===== src/rtl/dmem_arbiter_pkg.sv =====
// dmem_arbiter_pkg: shared widths, master count, default read latency and arbiter state type.
package dmem_arbiter_pkg;
  localparam int DMEM_NB_ADDR = 32;
  localparam int DMEM_NB_WORD = 32;
  localparam int N_DMEM_MASTERS = 2;
  localparam int DMEM_RD_LATENCY = 1;
  typedef enum logic {ARB_IDLE, ARB_WAIT} dmem_arb_state_t;
endpackage


===== src/rtl/dmem_rr_pick.sv =====
// dmem_rr_pick: two-way round-robin pick; on contention the master that did not win last time wins.
module dmem_rr_pick (
  input  logic [1:0] req,
  input  logic       last_grant,
  output logic [1:0] grant,
  output logic       winner
);
  always_comb begin
    winner = (req == 2'b11) ? ~last_grant : req[1];
    grant = (req == 2'b00) ? 2'b00 : (winner ? 2'b10 : 2'b01);
  end
endmodule


===== src/rtl/dmem_arbiter.sv =====
// dmem_arbiter: shares one data-memory port between two masters with round-robin grants
// and a fixed read latency.
module dmem_arbiter
  import dmem_arbiter_pkg::*;
#(
  parameter int NB_ADDR = DMEM_NB_ADDR,
  parameter int NB_WORD = DMEM_NB_WORD,
  parameter int RD_LATENCY = DMEM_RD_LATENCY
) (
  input  logic               i_clock,
  input  logic               i_reset,
  input  logic               i_m0_req,
  input  logic               i_m0_we,
  input  logic [NB_ADDR-1:0] i_m0_addr,
  input  logic [NB_WORD-1:0] i_m0_wdata,
  output logic               o_m0_gnt,
  output logic               o_m0_rvalid,
  output logic [NB_WORD-1:0] o_m0_rdata,
  input  logic               i_m1_req,
  input  logic               i_m1_we,
  input  logic [NB_ADDR-1:0] i_m1_addr,
  input  logic [NB_WORD-1:0] i_m1_wdata,
  output logic               o_m1_gnt,
  output logic               o_m1_rvalid,
  output logic [NB_WORD-1:0] o_m1_rdata,
  output logic [NB_ADDR-1:0] o_dmem_address,
  output logic [NB_WORD-1:0] o_dmem_wr_data,
  output logic               o_dmem_wr_enable,
  input  logic [NB_WORD-1:0] i_dmem_rd_data
);
  localparam int NB_CNT = $clog2(RD_LATENCY + 1);

  if (RD_LATENCY < 1 || RD_LATENCY > 4) begin : g_bad_latency
    $error("dmem_arbiter: RD_LATENCY must be in 1..4");
  end

  dmem_arb_state_t    state;
  logic [NB_CNT-1:0]  cnt;
  logic               owner;
  logic               last_grant;
  logic [NB_ADDR-1:0] held_addr;
  logic [1:0]         reqs;
  logic [1:0]         grant;
  logic               winner;
  logic               idle;
  logic               done;
  logic               issue;
  logic               w_we;
  logic [NB_ADDR-1:0] w_addr;
  logic [NB_WORD-1:0] w_data;

  assign reqs = {i_m1_req, i_m0_req};

  dmem_rr_pick u_pick (
    .req        (reqs),
    .last_grant (last_grant),
    .grant      (grant),
    .winner     (winner)
  );

  // Everything is gated by i_reset so outputs drop to 0 the moment reset asserts.
  always_comb begin
    idle = i_reset && (state == ARB_IDLE);
    done = i_reset && (state == ARB_WAIT) && (cnt == '0);
    issue = idle && (|reqs);
    w_we = winner ? i_m1_we : i_m0_we;
    w_addr = winner ? i_m1_addr : i_m0_addr;
    w_data = winner ? i_m1_wdata : i_m0_wdata;
    o_m0_gnt = idle && grant[0];
    o_m1_gnt = idle && grant[1];
    o_dmem_address = !i_reset ? '0 : (state == ARB_WAIT) ? held_addr : (issue ? w_addr : '0);
    o_dmem_wr_data = issue ? w_data : '0;
    o_dmem_wr_enable = issue && w_we;
    o_m0_rvalid = done && !owner;
    o_m1_rvalid = done && owner;
    o_m0_rdata = o_m0_rvalid ? i_dmem_rd_data : '0;
    o_m1_rdata = o_m1_rvalid ? i_dmem_rd_data : '0;
  end

  always_ff @(posedge i_clock or negedge i_reset) begin
    if (!i_reset) begin
      state <= ARB_IDLE;
      cnt <= '0;
      owner <= 1'b0;
      last_grant <= 1'b1;
      held_addr <= '0;
    end else if (state == ARB_IDLE) begin
      if (|reqs) begin
        last_grant <= winner;
        if (!w_we) begin
          held_addr <= w_addr;
          owner <= winner;
          cnt <= NB_CNT'(RD_LATENCY - 1);
          state <= ARB_WAIT;
        end
      end
    end else if (cnt == '0) begin
      state <= ARB_IDLE;
    end else begin
      cnt <= cnt - NB_CNT'(1);
    end
  end
endmodule


===== config.mk =====
export PLATFORM = sky130hd
export DESIGN_NAME = dmem_arbiter
export DESIGN_NICKNAME = d
export VERILOG_FILES = /design/src/rtl/dmem_arbiter_pkg.sv /design/src/rtl/dmem_rr_pick.sv /design/src/rtl/dmem_arbiter.sv
export SDC_FILE = /design/constraint.sdc
export NUM_CORES = 1
export LEC_CHECK = 0
export CAP_MARGIN = 20
export CORE_AREA = 2 2 116 118
export DETAILED_ROUTE_END_ITERATION = 7
export DIE_AREA = 0 0 118 120
export PLACE_DENSITY = 0.67
export SYNTH_ARGS = -nofsm -noshare
export SYNTH_HDL_FRONTEND = slang
export SYNTH_SLANG_ARGS = --single-unit

===== constraint.sdc =====
create_clock -name i_clock -period 2.1 [get_ports i_clock]
set_input_delay 0.42 -clock i_clock [delete_from_list [all_inputs] [get_ports i_clock]]
set_output_delay 0.42 -clock i_clock [all_outputs]
set_load 0.02 [all_outputs]

==> After elaboration in Yosys (flattened, before gate mapping) <==
Cells that the tools add are included.
{ "word_totals": {"ff_bits": 36, "elab_cells": 48, "in_bits": 166} }
{ "op_classes": {"addsub": 1, "reduce_logical": 16, "muxes": 20, "bitwise_logic": 4, "n_eq_ne": 2} }
{ "ops": {"columns": ["operator", "n"], "rows": [
  ["32-bit two-way mux", 8],
  ["1-bit two-way mux", 10],
  ["1-bit logical AND", 9],
  ["2-bit two-way mux", 2],
  ["1-bit NOT", 4],
  ["2-bit AND reduction", 2],
  ["3-bit AND reduction", 1],
  ["2-bit == test, second input constant", 1],
  ["2-bit zero test", 1],
  ["2-bit inequality test, second input constant", 1],
  ["2-bit nonzero test", 1],
  ["2-bit OR reduction", 1],
  ["1-bit zero test", 1],
  ["1-bit subtractor, second input constant", 1]
]} }

==> Logic depth before layout (Yosys ltp) <==
Gate-level depths: netlist of the first run.
{ "logic_depth": {"ltp_word": 6, "mapped_depth": 6, "mapped_depth_nobuf": 3} }

==> Hierarchy <==
Synthesis of the first run repeated with hierarchy kept, for this count alone.
{ "unflattened": {"cells_unflattened": 372, "area_unflattened_um2": 3081.7} }
{ "by_module_without_submodules": {"columns": ["module", "cells_each", "n_inst", "area_per_inst_um2"], "rows": [
  ["dmem_arbiter", 368, 1, 3055.4],
  ["dmem_rr_pick", 4, 1, 26.3]
]} }

==> Worst setup path before layout of the first run <==
No wires, ideal clock.
{ "synth_timing": {"kind": "register to output", "from": "register last_grant", "to": "output port o_dmem_address[25]", "stages_incl_launch_ff": 7, "path_slack_ns": 0.074, "t_arrival_ns": 1.606, "required_time_ns": 1.680, "path_cell_list": "dfstp_2 -> a21bo_1 -> buf_6 -> buf_6 -> buf_6 -> mux2i_1 -> o21ai_0"} }
{ "synth_between": {"elab_chain_cells": 6} }
{ "synth_lines": {"columns": ["item", "line", "text"], "rows": [
  ["start: declaration", "dmem_arbiter.sv:40", "logic last_grant;"],
  ["start signal: assignment", "dmem_arbiter.sv:89", "last_grant <= winner;"],
  ["1-bit NOT", "dmem_rr_pick.sv:9", "winner = (req == 2'b11) ? ~last_grant : req[1];"],
  ["1-bit two-way mux", "dmem_rr_pick.sv:9", null],
  ["32-bit two-way mux", "dmem_arbiter.sv:67", "w_addr = winner ? i_m1_addr : i_m0_addr;"],
  ["32-bit two-way mux (3 in a row)", "dmem_arbiter.sv:71", "o_dmem_address = !i_reset ? '0 : (state == ARB_WAIT) ? held_addr : (issue ? w_addr : '0);"],
  ["end: declaration", "dmem_arbiter.sv:26", "output logic [NB_ADDR-1:0] o_dmem_address,"]
]} }
No other way between the ends.

==> Final worst setup path of the first run <==
{ "layout_timing": {"from": "register last_grant", "to": "output port o_dmem_address[7]"} }
Same word-level chain as after synthesis.

==> key figures, run 1 <==
Yosys
  • Top-area cell type share of the netlist area: 27.7%
  • Top-count cell post-synth: nand2_1
  • Synth cell count leaders: 98 x nand2_1, 64 x mux2i_1, 35 x and2_1
  • Post-synth EDFFs: 0
  • Asr flop ratio synth: 100%
  • Post-synthesis cell area: 3080 µm²
  • Syn Inst Count: 410
  • Synth unique cells: 24
  • Main area contributors after synthesis: dfrtp_1 28%, mux2i_1 21%, nand2_1 12%
  • Syn nets: 576
  • Seq/Total Area, Yosys: 28.5%
  • Mean post-synth cell area: 7.50 µm²
  • Yosys Warn Count: 0
  • Synthesized flop and latch total: 35
  • Top_reg_cell synth: dfrtp_1
  • Cell taking the most area after synthesis: dfrtp_1

Global routing
  • Vias in the first global route: 4494
  • First-pass GRT wire length: 24.4 mm
  • Overflow after GRT: 0
  • Met3 Use GR: 5.47%
  • GRT busiest layer: met2
  • Routing usage on met2: 40.0%
  • Initial antenna violation count: 0
  • Met1 usage: 25.1%
  • Largest net degree at the start of global routing: 39
  • Global Route Usage Sum: 21.5%

Drt
  • WL/cell: 16.9 µm
  • Via density: 4.49
  • Routed Antenna Nets: 0
  • Iter 0 DRT Violations: 241
  • Vias: 4447
  • Number of remaining DRC errors: 0
  • DR pass1 iterations: 7
  • WL final: 16.8 mm

Critical path
  • Max incr delay on CP: 0.55 ns
  • CP max FO: 6
  • Critical path cell sequence: a21bo_4, buf_12, buf_12, buf_8, mux2i_2, o21ai_1, buf_4
  • Data arrival, critical path: 1.89 ns
  • CP endpoint kind: output pin
  • Crit path max-delay cell type: dfstp_2
  • Crit Path Class: flip-flop to output pin
  • Most common cell on crit path: buf_12
  • R2R Setup Slk: 0.06 ns
  • FF-to-FF Start: last_grant
  • Critical Path Source: last_grant
  • Reg2Reg Capture Point: held_addr[18]
  • Startpoint Class: flip-flop
  • WP data required: 1.68 ns
  • Reg2Reg Depth: 12

Pwr
  • Reg power frac: 22.5%
  • Switching Share: 36.9%
  • Cell Int Power: 3.15 mW
  • Clock power frac: 17.9%
  • Lkg Pwr: 3.71 nW
  • Power, Total: 5.00 mW
  • Peak supply drop: 416 µV
  • Comb power frac: 59.6%
  • Pwr/cell area: 653 nW/µm²
  • Sw Pwr: 1.84 mW

Clock tree
  • Clk buf depth: 2
  • CTS tree: built
  • Max H-tree Level: 2
  • Clk_lat worst skew: 0.27 ns
  • # clock sinks: 35
  • CTS Buf Count: 5
  • Root Driver: clkbuf_16
  • CTS hold repair buffers: 0
  • Reg clk slew, reported paths: 0.06 ns

Die
  • Initial Util: 23.7%
  • Die Y: 120 µm
  • Total Die Area: 14200 µm²
  • # rows: 42
  • Die Width: 118 µm
  • Core area: 13000 µm²
  • I/O Pins: 299

Final layout
  • Post-Layout Cell Count: 991
  • Layout Utilization: 58.9%
  • FF+latch area: 877 µm²
  • Fill cells: 1147
  • # diodes: 0
  • Share of cells above drive strength 1: 41.7%
  • Post-Layout Inst Area: 7650 µm²
  • Area of the multi-input gates: 2330 µm²
  • P&R area growth vs syn: 149%
  • Final #Nets: 980

STA
  • Final Setup Violations: 62
  • Skew final: 0.00590 ns
  • Min Hold Slack: 0.0586 ns
  • Fin crit share: 110%
  • TNS Setup: -6.16 ns
  • Setup ws final: -0.210 ns
  • Final-report max-slew violation count: 0
  • Tightest Pin Transition: 0.445 ns
  • FMAX: 433 MHz
  • Crit path time final: 2.31 ns
  • Worst slew margin: 70.3%
  • RSZ-0062 raised after global routing: true
  • Final Hold Viols: 0

Run status
  • Status: finished with violations
  • Failing checks: negative setup slack

Place
  • Placed Cells: 898
  • Placer Congestion: 0.847
  • Post-DP HPWL: 11.0 mm
  • Worst slack at placement: -0.732 ns
  • Placed Area: 6590 µm²
  • Port buffer count: 298

Job
  • Maxcap violations: 0

Min path
  • Hold crit path type: input port to async pin
-- registers in the layout (all words and copies together), names as in the netlist --
name / flops
state: 1
owner: 1
held_addr: 32
last_grant: 1
-- worst max-delay path by stage --
stage,cells after the start,endpoint,slack (ns)
2_1_floorplan,6,o_dmem_address[25],0.07
3_3_place_gp,6,o_dmem_address[1],-0.74
3_5_place_dp,6,o_dmem_address[1],-0.73
4_1_cts,7,o_dmem_address[22],-0.26
5_1_grt,7,o_dmem_address[12],-0.28
6_report,7,o_dmem_address[7],-0.21
-- worst max-delay path, delay by kind of cell (launching register included) --
family                 cells  cell delay [ns]
buffers and inverters      4             0.56
DFF                        1             0.55
AOI/OAI and AO/OA          2             0.28
muxes                      1             0.24
-- layout make-up --
| class | instances | share of cell area (%) |
|---|---|---|
| Tap cell | 176 | 2.88 |
| Clock buffer | 6 | 1.82 |
| Inverter | 34 | 1.67 |
| Timing Repair Buffer | 432 | 51.2 |
| Clock inverter | 2 | 0.507 |
| Multi-Input combinational cell | 306 | 30.4 |
| Sequential cell | 35 | 11.5 |
-- placed cells by master (no fill, tap or decap), drive strengths merged, types with 34 or more instances in the layout --
cell,count
dfrtp,34
clkbuf,36
nand2,98
and2,35
clkdlybuf4s50,162
inv,35
buf,234
mux2i,64
-- power by group through the flow --
| stage | clock (mW) | sequential [mW] | combinational [mW] |
|---|---|---|---|
| 4_1_cts | 0.914 | 1.12 | 2.72 |
| 3_3_place_gp | 0 | 1.11 | 2.31 |
| 5_1_grt | 0.939 | 1.16 | 3.18 |
| 6_report | 0.892 | 1.12 | 2.98 |
| 2_1_floorplan | 0 | 1.08 | 1.19 |
| 3_5_place_dp | 0 | 1.12 | 2.35 |
-- per-layer routing --
layer  share of wire [%]  vias to the layer above  wire (µm)
met5                   0                        -          0
met2                  52                      187       8790
met3                 6.8                       16       1140
li1                    -                     2161          -
met1                  40                     2083       6690
met4                 1.1                        0        182
-- what timing repair did --
action	CTS	global route
pin swaps	16	17
setup buffers	60	19
gates resized for setup	516	191
endpoints found under the setup margin	133	132
gates cloned	6	1
-- kinds of logic (layout without fill, tap and decap cells) --
kind of cell           count (synthesis)  in the layout  synth area share, %
and+or+nand+nor                      171            171                 26.7
buffers and inverters                 69            474                 11.5
muxes                                 64             64                 20.8
AOI/OAI and AO/OA                     71             71                 12.4
DFF                                   35             35                 28.5
No activity file was read; power rests on OpenSTA's default activity.
==> run 2: changes to the inputs <==
ABC_AREA = 0   (was unset)
SYNTH_HIERARCHICAL = 1   (was unset)
==> run 2 against run 1 <==
Effect of this change:
- the run still ends with negative setup slack left
- power down 22%
- sequential cell count unchanged
- core utilization down 1.3 points
- cell area down 2.2%
- cell count down 7.2%
- first-iteration DRC count down 36%
- area after synthesis up 0.20%
- sequential power down 11%
- clock skew down 0.0014 ns
- routed wire length down 9.3%
- sequential share of layout area up 0.25 points
- critical path type unchanged
==> key figures, run 2 <==
Min path
  • Hold crit path type: input port to async pin

Final layout
  • Max reg flops: 32
  • Post-Layout Inst Area: 7480 µm²
  • Commonest non-fill, non-tap cells in the layout: 162 x clkdlybuf4s50_1, 107 x buf_4, 66 x and2_1, 59 x mux2i_1
  • Share of cells above drive strength 1: 36.0%
  • Final #Nets: 909
  • FF+latch area: 877 µm²
  • Area of the multi-input gates: 2400 µm²
  • P&R area growth vs syn: 143%
  • Fill cells: 1140
  • Leading cell type in the layout, fill and taps excluded: clkdlybuf4s50_1
  • Top reg by flops: held_addr

Critical path
  • CP endpoint kind: output pin
  • Crit path max-delay cell type: dfstp_2
  • Crit Path Class: flip-flop to output pin
  • CP bufs+invs: 4
  • Data arrival, critical path: 1.83 ns
  • Max incr delay on CP: 0.57 ns
  • Startpoint Class: flip-flop
  • WP data required: 1.68 ns
  • Critical path cell sequence: a21boi_4, buf_8, buf_8, buf_6, mux2i_4, o21ai_2, buf_6
  • CP max FO: 5
  • Crit-path leading delay family: flip-flops

STA
  • Final Hold Viols: 0
  • Tightest Pin Transition: 0.413 ns
  • Fin crit share: 107%
  • Worst slew margin: 72.5%
  • Final-report max-slew violation count: 0
  • Final Setup Violations: 40
  • TNS Setup: -2.34 ns
  • Setup ws final: -0.153 ns
  • FMAX: 444 MHz
  • Skew final: 0.00446 ns
  • RSZ-0062 raised after global routing: true
  • Crit path time final: 2.25 ns

Clock tree
  • Max H-tree Level: 2
  • Clk buf depth: 2
  • CTS hold repair buffers: 0
  • Reg clk slew, reported paths: 0.05 ns
  • # clock sinks: 35
  • CTS tree: built
  • CTS Buf Count: 5
  • Clk_lat worst skew: 0.27 ns
  • Root Driver: clkbuf_16

Place
  • Post-DP HPWL: 11.1 mm
  • Placer Congestion: 0.847
  • Worst slack at placement: -0.750 ns
  • Port buffer count: 298
  • Placed Area: 6700 µm²

Yosys
  • Seq/Total Area, Yosys: 28.5%
  • Syn nets: 538
  • Synth cell count leaders: 96 x mux2i_1, 67 x and2_1, 34 x dfrtp_1, 34 x inv_1, 34 x nor2_1
  • Mean post-synth cell area: 8.28 µm²
  • Post-synth EDFFs: 0
  • Top-area cell type share of the netlist area: 31.2%
  • Synthesized flop and latch total: 35
  • Cell taking the most area after synthesis: mux2i_1
  • Synth unique cells: 24
  • Syn Inst Count: 372
  • Post-synthesis cell area: 3080 µm²
  • Main area contributors after synthesis: mux2i_1 31%, dfrtp_1 28%, and2_1 14%
  • Top_reg_cell synth: dfrtp_1
  • Asr flop ratio synth: 100%
  • Top-count cell post-synth: mux2i_1
  • Yosys Warn Count: 6

Pwr
  • Clock power frac: 17.8%
  • Switching Share: 34.9%
  • Sw Pwr: 1.35 mW
  • Pwr/cell area: 518 nW/µm²
  • Reg power frac: 25.7%
  • Lkg Pwr: 3.59 nW
  • Comb power frac: 56.5%
  • Power, Total: 3.88 mW
  • Peak supply drop: 397 µV
  • Cell Int Power: 2.52 mW

Job
  • Maxcap violations: 0

Drt
  • WL final: 15.2 mm
  • Via density: 4.42
  • Iter 0 DRT Violations: 155
  • DR pass1 iterations: 4
  • WL/cell: 16.6 µm
  • Number of remaining DRC errors: 0
  • Vias: 4062
  • Routed Antenna Nets: 0

Die
  • # rows: 42
  • Total Die Area: 14200 µm²
  • Core area: 13000 µm²
  • Die Width: 118 µm
  • I/O Pins: 299
  • Die Y: 120 µm
  • Initial Util: 23.7%

Global routing
  • First-pass GRT wire length: 22.4 mm
  • Overflow after GRT: 0
  • Global Route Usage Sum: 19.9%
  • Largest net degree at the start of global routing: 34
  • Initial antenna violation count: 2
  • Vias in the first global route: 4136

Run status
  • Failing checks: negative setup slack
  • Status: finished with violations
run 2: changes by cell type after synthesis, moves of 4 or more:
cell,before,now
a21oi_1,33,0
and2_1,35,67
and3_1,33,1
buf_2,6,10
clkbuf_1,20,7
mux2i_1,64,96
nand2_1,98,32
nor2_1,1,34
o21ai_0,28,0
o21ai_1,5,33
run 2: final timing paths:
check                              start           endpoint  slack, ns  cells past startpoint
max                           last_grant  o_dmem_address[7]      -0.15                      7
min                              i_reset              owner       0.14                      3
max reg2reg                   last_grant      held_addr[31]       0.16                      8
min reg2reg                held_addr[17]      held_addr[17]       0.52                      2
max in group asynchronous        i_reset         last_grant       1.57                      2
min in group i_clock       held_addr[17]      held_addr[17]       0.52                      2
run 2: per-layer routing:
layer	share of wire (%)	vias to the layer above	GRT usage, %
met2	52	185	36.4
li1	-	1953	-
met5	0	-	0
met4	2.5	0	6.10
met3	6.0	24	4.13
met1	39	1900	23.2
run 2: power by group through the flow:
stage               clock (mW)  combinational [mW]  sequential (mW)
finish                   0.689                2.19            0.995
global route             0.734                2.34             1.02
CTS                      0.706                2.06            0.991
detailed placement           0                1.84            0.998
global placement             0                1.80            0.988
floorplan                    0               0.861            0.965
run 2: repair_timing:
| item | 4_1_cts | 5_1_grt |
|---|---|---|
| pin swaps | 6 | 19 |
| buffers inserted | 31 | 11 |
| endpoints found under the hold margin | 0 | 0 |
| endpoints found under the setup margin | 152 | 107 |
| resized for setup | 492 | 135 |
| cloned | 4 | 2 |
run 2: area by class of cell:
class / instances / area share [%]
Multi-Input combinational cell: 274 / 32.1
Sequential cell: 35 / 11.7
Antenna cell: 2 / 0.0669
Timing Repair Buffer: 392 / 49.6
Clock inverter: 1 / 0.100
Clock buffer: 5 / 1.67
Inverter: 35 / 1.76
Tap cell: 176 / 2.94
run 2: worst reg2reg max path, stage by stage, from the launching register on:
cell and delay [ns]:
dfstp_2 0.57, a21boi_4 0.09, buf_8 0.14, buf_12 0.13, mux2i_4 0.18, buf_4 0.14, o211ai_4 0.12, buf_12 0.23
mux2i_1 0.25
run 2: logic make-up (layout without fill, tap and decap cells):
family | Yosys count | in the layout | synth area share (%)
simple gates | 136 | 136 | 22.3
mux | 98 | 98 | 32.3
buf+inv | 63 | 433 | 9.42
compound gates | 40 | 40 | 7.55
flops | 35 | 35 | 28.5
other cells | 0 | 2 | 0
run 2: through the flow:
stage          util (%)  std cells  hold slack (ns)
6_report           57.6        920            0.143
3_3_place_gp       51.6        874            0.432
3_5_place_dp       51.6        874            0.431
5_1_grt            57.6        919            0.155
2_1_floorplan         -        372            0.124
4_1_cts            55.9        915            0.140
==> run 3: changes to the inputs <==
CORE_AREA = 2 2 136 98   (was 2 2 116 118)
DIE_AREA = 0 0 138 100   (was 0 0 118 120)
DONT_BUFFER_PORTS = 1   (was unset)
PLACE_DENSITY = unset   (was 0.67)
==> run 3 against run 2 <==
Effect of this change:
- the run still ends with negative setup slack left
- critical path depth down 1
- clock-buffer cell count rose by 1
- worst setup slack gained 0.097 ns
- non-clock buffer count decreased by 304
- power decreased by 17%
- sequential power hardly changed
- worst hold slack improved by 0.21 ns
- maximum frequency grew 4.5%
- combinational power down 36%
- cell area decreased by 41%
- routed wire length fell by 25%
- sequential cell count stayed put
- critical endpoint is now o_dmem_address[26]
- largest power group unchanged
- highest routed layer unchanged
==> key figures, run 3 (synthesis gave the netlist of run 2 again) <==
Run status
  • Status: finished with violations
  • Failing checks: negative setup slack

STA
  • Final Hold Viols: 0
  • Fin crit share: 103%
  • Setup ws final: -0.0554 ns
  • Crit path time final: 2.16 ns
  • Final-report max-slew violation count: 0
  • RSZ-0062 raised after global routing: true
  • Worst slew margin: 72.4%
  • Skew final: 0.00147 ns
  • Min Hold Slack: 0.351 ns
  • FMAX: 464 MHz
  • TNS Setup: -0.540 ns
  • Tightest Pin Transition: 0.413 ns
  • Final Setup Violations: 26

Place
  • Post-DP HPWL: 8.32 mm
  • Placed Cells: 586
  • Placed Area: 3750 µm²
  • Placer Congestion: 0.913
  • Worst slack at placement: 0.117 ns
  • Port buffer count: 0

Pwr
  • Pwr/cell area: 723 nW/µm²
  • Power, Total: 3.21 mW
  • Peak supply drop: 308 µV
  • Lkg Pwr: 2.18 nW

Global routing
  • Global Route Usage Sum: 14.5%
  • Vias in the first global route: 2834
  • First-pass GRT wire length: 15.7 mm
  • Initial antenna violation count: 0
  • Overflow after GRT: 0
  • Largest net degree at the start of global routing: 36

Final layout
  • Post-Layout Cell Count: 605
  • Fill cells: 1284
  • P&R area growth vs syn: 44.3%
  • Top reg by flops: held_addr
  • Layout Utilization: 35.0%
  • Commonest non-fill, non-tap cells in the layout: 69 x buf_4, 65 x mux2i_1, 46 x and2_1, 34 x inv_1, 34 x dfrtp_1
  • # diodes: 0
  • Max reg flops: 32
  • Final #Nets: 605
  • Share of cells above drive strength 1: 36.7%
  • Post-Layout Inst Area: 4450 µm²
  • Leading cell type in the layout, fill and taps excluded: buf_4

Die
  • Initial Util: 24.3%
  • # rows: 35
  • Die Y: 100 µm
  • Total Die Area: 13800 µm²
  • Die Width: 138 µm
  • Core area: 12700 µm²
  • I/O Pins: 299

Critical path
  • Crit Path Class: flip-flop to output pin
  • CP max FO: 7
  • R2R Setup Slk: 0.13 ns
  • Crit-path leading delay family: flip-flops
  • Data arrival, critical path: 1.74 ns
  • CP endpoint kind: output pin
  • FF-to-FF Start: last_grant
  • Startpoint Class: flip-flop
  • Critical path cell sequence: a21boi_4, buf_12, clkbuf_16, mux2i_4, o21ai_2, buf_6
  • Crit path max-delay cell type: dfstp_2
  • Max incr delay on CP: 0.57 ns
  • Critical Path Source: last_grant
  • WP data required: 1.68 ns
  • CP bufs+invs: 3

Clock tree
  • Clk buf depth: 2
  • CTS Buf Count: 5
  • # clock sinks: 35
  • Reg clk slew, reported paths: 0.05 ns
  • Root Driver: clkbuf_16
  • Max H-tree Level: 2
  • CTS tree: built
  • Clk_lat worst skew: 0.27 ns

Drt
  • Number of remaining DRC errors: 0
  • DR pass1 iterations: 4
  • WL/cell: 18.8 µm
  • WL final: 11.4 mm
  • Routed Antenna Nets: 0
  • Via density: 4.76
  • Iter 0 DRT Violations: 92
  • Vias: 2878

Min path
  • Worst Hold Launch: i_m0_addr[0]
  • Hold crit path type: input port to flip-flop

Job
  • Maxcap violations: 0
## run 3: cell types whose count changed in the layout (fill, tap and decap cells not counted), sizes merged
cell,delta
buf,-82
bufinv,+1
clkbuf,-25
clkdlybuf4s15,-19
clkdlybuf4s50,-162
clkinvlp,-1
diode,-2
dlygate4sd2,-16
dlygate4sd3,+1
## run 3: repair_timing
| action | in CTS | in global routing |
|---|---|---|
| hold buffers | 2 | 0 |
| setup buffers | 2 | 3 |
| gates cloned | 2 | 3 |
| pin swaps | 1 | 8 |
| endpoints found under the hold margin | 35 | 0 |
| setup endpoints to repair | 32 | 79 |
| gates resized for setup | 32 | 54 |
## run 3: layout make-up
| type | instances | area [µm²] | area share (%) |
|---|---|---|---|
| timing repair buffer | 88 | 855 | 19.2 |
| multi-input combinational | 274 | 2220 | 49.8 |
| clock buffer | 6 | 129 | 2.90 |
| sequential | 35 | 877 | 19.7 |
| inverter | 35 | 131 | 2.96 |
| tap | 166 | 208 | 4.67 |
| clock inverter | 1 | 30.0 | 0.675 |
## run 3: power breakdown
group / switching (mW) / total, mW / internal (mW)
Clock: 0.269 / 0.823 / 0.554
Sequential: 0.116 / 0.994 / 0.877
Combinational: 0.744 / 1.40 / 0.652
Total: 1.13 / 3.21 / 2.08
## run 3: final timing paths
check	cells past startpoint	end
max in group asynchronous	2	last_grant
max	6	o_dmem_address[26]
min reg2reg	2	held_addr[8]
min	2	held_addr[0]
min in group asynchronous	2	held_addr[11]
max reg2reg	7	held_addr[22]
## run 3: worst reg2reg max path, cell delays in order, from the launching register on
cell	delay [ns]
dfstp_2	0.57
a21boi_4	0.07
buf_12	0.15
buf_4	0.16
mux2i_4	0.20
o211ai_4	0.09
buf_6	0.37
mux2i_1	0.28
## run 3: per-layer routing
| layer | part of all wire (%) | GRT usage (%) |
|---|---|---|
| met5 | 0 | 0 |
| met4 | 1.2 | 2.75 |
| met3 | 5.7 | 2.48 |
| met2 | 50 | 25.9 |
| met1 | 43 | 18.6 |
